File: src/rtl/xor_pkg.sv
// Shared encodings for the streaming XOR checksum engine: FSM state codes
// and the generate/check mode values.
package xor_pkg;

  localparam logic [1:0] ST_IDLE  = 2'd0;
  localparam logic [1:0] ST_ACCUM = 2'd1;
  localparam logic [1:0] ST_HOLD  = 2'd2;

  localparam logic MODE_GEN   = 1'b0;
  localparam logic MODE_CHECK = 1'b1;

endpackage

File: src/rtl/xor_reduce.sv
// Combinational XOR-reduction of one word; yields the parity of the final
// checksum as it is loaded into the result registers.
module xor_reduce #(
  parameter int WIDTH = 8
) (
  input  logic [WIDTH-1:0] word,
  output logic             parity
);

  assign parity = ^word;

endmodule

File: src/rtl/xor_checksum_unit.sv
// Streaming XOR checksum engine: folds one WIDTH-bit word per clock into a
// running checksum and presents the frame result under a valid/ready handshake.
module xor_checksum_unit
  import xor_pkg::*;
#(
  parameter int               WIDTH     = 8,
  parameter int               MAX_WORDS = 16,
  parameter logic [WIDTH-1:0] INIT      = {WIDTH{1'b0}},
  localparam int              CW        = $clog2(MAX_WORDS + 1)
) (
  input  logic             CLK,
  input  logic             RST,
  input  logic             IN_VALID,
  output logic             IN_READY,
  input  logic [WIDTH-1:0] IN_DATA,
  input  logic             IN_LAST,
  input  logic             MODE,
  output logic             OUT_VALID,
  input  logic             OUT_READY,
  output logic [WIDTH-1:0] OUT_SUM,
  output logic             OUT_PARITY,
  output logic             OUT_ERR,
  output logic             OUT_OVF,
  output logic [CW-1:0]    OUT_COUNT
);

  logic [1:0]       state;
  logic [WIDTH-1:0] acc;
  logic [CW-1:0]    count;
  logic             ovf;
  logic             mode_q;

  logic             accept;
  logic             first_word;
  logic             at_limit;
  logic [WIDTH-1:0] acc_next;
  logic [CW-1:0]    count_next;
  logic             ovf_next;
  logic             mode_next;
  logic             parity_next;

  assign IN_READY   = (state != ST_HOLD);
  assign accept     = IN_VALID & IN_READY;
  assign first_word = (state == ST_IDLE);
  assign at_limit   = (count == CW'(MAX_WORDS));

  // The first word of a frame starts from the seed, so nothing left in acc,
  // count or ovf from an earlier (or aborted) frame can leak into this one.
  assign acc_next   = (first_word ? INIT : acc) ^ IN_DATA;
  assign count_next = first_word ? CW'(1) : (at_limit ? count : count + CW'(1));
  assign ovf_next   = first_word ? 1'b0 : (ovf | at_limit);
  assign mode_next  = first_word ? MODE : mode_q;

  xor_reduce #(.WIDTH(WIDTH)) u_reduce (
    .word   (acc_next),
    .parity (parity_next)
  );

  // NOTE: all registered state uses non-blocking assignments so every flop
  // samples pre-edge values regardless of statement order.
  always_ff @(posedge CLK or posedge RST) begin
    if (RST) begin
      state  <= ST_IDLE;
      acc    <= '0;
      count  <= '0;
      ovf    <= 1'b0;
      mode_q <= MODE_GEN;
    end else begin
      case (state)
        ST_IDLE, ST_ACCUM: begin
          if (accept) begin
            acc    <= acc_next;
            count  <= count_next;
            ovf    <= ovf_next;
            mode_q <= mode_next;
            state  <= IN_LAST ? ST_HOLD : ST_ACCUM;
          end
        end
        ST_HOLD: begin
          if (OUT_VALID && OUT_READY) state <= ST_IDLE;
        end
        default: state <= ST_IDLE;
      endcase
    end
  end

  // Result registers load on the edge that accepts LAST, using the
  // next-state values so the last word is already folded in.
  always_ff @(posedge CLK or posedge RST) begin
    if (RST) begin
      OUT_VALID  <= 1'b0;
      OUT_SUM    <= '0;
      OUT_PARITY <= 1'b0;
      OUT_ERR    <= 1'b0;
      OUT_OVF    <= 1'b0;
      OUT_COUNT  <= '0;
    end else if (accept && IN_LAST) begin
      OUT_VALID  <= 1'b1;
      OUT_SUM    <= acc_next;
      OUT_PARITY <= parity_next;
      OUT_ERR    <= (mode_next == MODE_CHECK) && (acc_next != '0);
      OUT_OVF    <= ovf_next;
      OUT_COUNT  <= count_next;
    end else if (OUT_VALID && OUT_READY) begin
      OUT_VALID  <= 1'b0;
    end
  end

endmodule

File: config.mk
export PLATFORM = sky130hd
export DESIGN_NAME = xor_checksum_unit
export DESIGN_NICKNAME = d
export VERILOG_FILES = /design/src/rtl/xor_pkg.sv /design/src/rtl/xor_reduce.sv /design/src/rtl/xor_checksum_unit.sv
export SDC_FILE = /design/constraint.sdc
export NUM_CORES = 1
export LEC_CHECK = 0
export BUFFER_PORTS_ARGS = -buffer_cell sky130_fd_sc_hd__buf_4
export CAP_MARGIN = 30
export CORE_ASPECT_RATIO = 1.25
export CORE_MARGIN = 2
export CORE_UTILIZATION = 55
export DETAILED_ROUTE_END_ITERATION = 7
export GPL_TIMING_DRIVEN = 0
export HOLD_SLACK_MARGIN = 0.12
export PLACE_DENSITY = 0.79
export SYNTH_ARGS = -nofsm -noshare
export SYNTH_HDL_FRONTEND = slang
export SYNTH_SLANG_ARGS = --single-unit
File: constraint.sdc
create_clock -name CLK -period 2.05 [get_ports CLK]
set_input_delay 0.3075 -clock CLK [delete_from_list [all_inputs] [get_ports CLK]]
set_output_delay 0.3075 -clock CLK [all_outputs]
set_load 0.01 [all_outputs]
==> Flow_metrics.wiki <==
{| class="wikitable"
! Metric !! Value
|-
| Outcome || completed
|-
| Endpoint type of the worst setup path || flip-flop
|-
| Floorplan Core Area || 3170 sq um
|-
| Ratio of cells with drive above 1 in the final layout || 30.8%
|-
| Pin count of the biggest net entering global routing || 23
|-
| Power density over the cells || 1530 nW/um^2
|-
| DRC violations left || 0
|-
| Fmax || 522 MHz
|-
| Critical Path Slowest Stage Cell || sky130_fd_sc_hd__dfrtp_1
|-
| Top-area cell type share of the netlist area || 47.0%
|-
| Internal power of the cells || 0.00206 W
|-
| Number of placed instances, taps included || 240
|-
| Worst-path cell chain || buf_4 > o21ai_2 > xor2_1 > ha_1 > xnor2_1 > xnor2_1 > o21ai_1
|-
| Clock slew seen by the registers of the worst setup and hold paths || 0.07 ns
|-
| Relative contribution of the clock network to total power || 17.1%
|-
| Vias in the first global route || 1490
|-
| Switching portion of total power || 39.6%
|-
| Unrepaired setup endpoints after global routing || false
|-
| Leakage power figure || 1.05 nW
|-
| Die outline area || 3770 sq um
|-
| Critical path fanouts, max || 10
|-
| Largest incremental delay on the critical path || 0.45 ns
|-
| Depth of the CTS H-tree || 2
|-
| DPL Wire Length || 3030 um
|-
| Worst Path Required || 2.22 ns
|-
| Synth cell types || 37
|-
| Transition time of the tightest slew-check pin || 0.895 ns
|-
| Most used cells in the layout excluding fill and tap cells || 35 x sky130_fd_sc_hd__buf_4, 34 x sky130_fd_sc_hd__dfrtp_1, 21 x sky130_fd_sc_hd__o21ai_0
|-
| Number of storage elements in the synthesis netlist || 34
|-
| Via count || 1422
|-
| Overall die height || 68.2 um
|-
| Most common library cell in the layout ignoring fill and taps || sky130_fd_sc_hd__buf_4
|-
| Flip-flop cell with the highest count after synthesis || sky130_fd_sc_hd__dfrtp_1
|-
| Effective utilization at floorplan || 57.2%
|-
| Wire length of the first global-routing pass || 6860 um
|-
| CTS tree || yes
|-
| Worst-skew pair later-pin latency || 0.29 ns
|-
| Count of final setup violators || 0
|-
| CTS max path bufs || 2
|-
| Area of the mapped netlist || 1810 sq um
|-
| Hold Crit Class || primary input to async pin
|-
| Post-synthesis sequential area ratio || 47.0%
|-
| Final count of hold timing violations || 0
|-
| IO Count || 32
|-
| Layout-stage area growth over the synthesis result || 23.1%
|-
| Clock tree sinks || 34
|-
| Number of post-CTS setup repair buffers || 0
|-
| Final critical-path required period || 1.91 ns
|-
| Final clock skew || 0.00202 ns
|-
| Final cell count without fillers || 248
|-
| IO buf count || 31
|-
| ANT nets after route || 0
|-
| Crit Path Class || flip-flop to flip-flop
|-
| Final estimated routing congestion in global placement || 0.795
|-
| Per-instance average area after synthesis || 10.6 sq um
|-
| Number of enable-type register cells in the synthesized netlist || 0
|-
| Total routing usage reported by global routing || 24.4%
|-
| Cell family contributing the most delay on the critical path || XOR/XNOR gates
|-
| Drt first-iter violations || 42
|-
| Vias per cell || 5.73
|-
| Cell repeated most along the worst path || sky130_fd_sc_hd__xnor2_1
|-
| Fraction of the cycle the final worst path needs || 93.4%
|-
| FP Rows || 23
|-
| Antenna Diode Count || 0
|-
| Psw || 0.00135 W
|-
| Slew Limit Headroom || 40.3%
|-
| Final routed wirelength across all metal layers || 4010 um
|-
| Library cell used as clock root buffer || sky130_fd_sc_hd__clkbuf_8
|-
| Syn_nets || 191
|-
| Setup total negative slack || 0 ns
|-
| Worst setup SP type || flip-flop
|-
| Number of buffer and inverter instances along the worst setup path || 1
|-
| Synthesized instance count || 171
|-
| Number of detailed-routing iterations run before antenna repair || 4
|-
| Number of nets in the finished design || 230
|-
| Max rail drop VDD || 0.916 mV
|-
| Biggest area consumer among synthesized cells || sky130_fd_sc_hd__dfrtp_1
|-
| Share of synthesized flip-flops with an asynchronous set or reset || 100%
|-
| Critical path arrival || 2.09 ns
|-
| Total global routing overflow || 0
|-
| Part of the total power dissipated in combinational logic || 49.3%
|-
| Number of buffers created by CTS || 5
|-
| Number of antenna violations at the first check in global routing || 0
|-
| Max-Cap Viols || 0
|-
| Warnings from Yosys || 0
|-
| Cell types with the largest area share after synthesis || sky130_fd_sc_hd__dfrtp_1 47%, sky130_fd_sc_hd__o21ai_0 5.8%, sky130_fd_sc_hd__mux2i_1 5.5%
|-
| X dimension of the die || 55.3 um
|-
| Power share of the sequential group || 33.5%
|-
| Routed wirelength normalized by instance count || 16.1 um
|-
| Max-slew violation count || 0
|}
-- final timing paths --
kind                                   start  cells past startpoint  slack, ns           end
max in group asynchronous                RST                      3       1.25  OUT_COUNT[1]
worst max register to register      state[1]                      7       0.14    OUT_PARITY
worst min register to register  OUT_COUNT[4]                      1       0.50  OUT_COUNT[4]
worst max-delay path                state[1]                      7       0.14    OUT_PARITY
worst min-delay path                     RST                      2       0.21    OUT_SUM[2]
min in group CLK                   OUT_READY                      2       0.21     OUT_VALID
-- layout make-up --
class                           instances  area, sq um
Clock buffer                            8          110
Fill cell                             243          935
Inverter                                7         26.3
Multi-Input combinational cell        121          890
Sequential cell                        34          851
Timing Repair Buffer                   32          248
Tap cell                               37         46.3
Buffer                                  9         60.1
-- power by group through the flow --
stage | combinational, W | sequential (W) | clock, W
3_3_place_gp | 0.00161 | 0.00113 | 0
3_5_place_dp | 0.00169 | 0.00115 | 0
2_1_floorplan | 0.00112 | 0.00117 | 0
4_1_cts | 0.00169 | 0.00114 | 0.000595
5_1_grt | 0.00188 | 0.00118 | 0.000627
6_report | 0.00168 | 0.00114 | 0.000584
-- metal layers --
layer / share of wire, % / global-route usage (%) / routed length [um]
met1: 42 / 26.2 / 1690
met2: 52 / 44.8 / 2070
met3: 3.6 / 6.24 / 145
met4: 2.4 / 12.2 / 95
met5: 0 / 0 / 0
-- sequential cells by signal, indices dropped and copies added, names as in the netlist --
name	count
OUT_VALID	1
count	5
mode_q	1
acc	8
state	2
ovf	1
OUT_OVF	1
OUT_SUM	8
OUT_ERR	1
OUT_COUNT	5
OUT_PARITY	1
-- synth_stat cells, drive strengths merged (2+ instances only) --
library cell and count:
buf 8, ha 6, inv 7, dfrtp 34, nor2 3, and3 2
nand2 6, xnor2 7, mux2i 10, o21ai 38, a21oi 18, xor2 8
o2bb2ai 3, a22o 2, nand3 3, nor2b 3
-- through the flow --
step / instance area [sq um] / hold slack [ns] / worst slack, ns / utilization [%] / total power, W
after floorplan: 1810 / 0.404 / 0.332 / - / 0.00229
after global placement: 2090 / 0.472 / 0.151 / 66.0 / 0.00275
after detailed placement: 2110 / 0.479 / 0.0943 / 66.5 / 0.00284
after CTS: 2220 / 0.211 / 0.0822 / 70.0 / 0.00342
after global routing: 2230 / 0.227 / 0.000662 / 70.5 / 0.00368
final: 2230 / 0.211 / 0.136 / 70.5 / 0.00341
-- repair_timing --
item                                    in CTS  in global routing
hold buffers                                 0                  0
gates resized for setup                      0                  2
endpoints found under the setup margin       0                  1
hold endpoints to repair                     0                  0
-- logic make-up (layout without fill, tap and decap cells) --
logic type	after synthesis	after routing	synth area share [%]
buffers and inverters	16	56	4.76
adders and majority gates	6	6	4.14
and+or+nand+nor	24	24	9.12
AOI/OAI and AO/OA	66	66	22.2
muxes	10	10	5.53
xor gates and xnor gates	15	15	7.25
DFF	34	34	47.0
No activity file was read; power rests on OpenSTA's default activity.
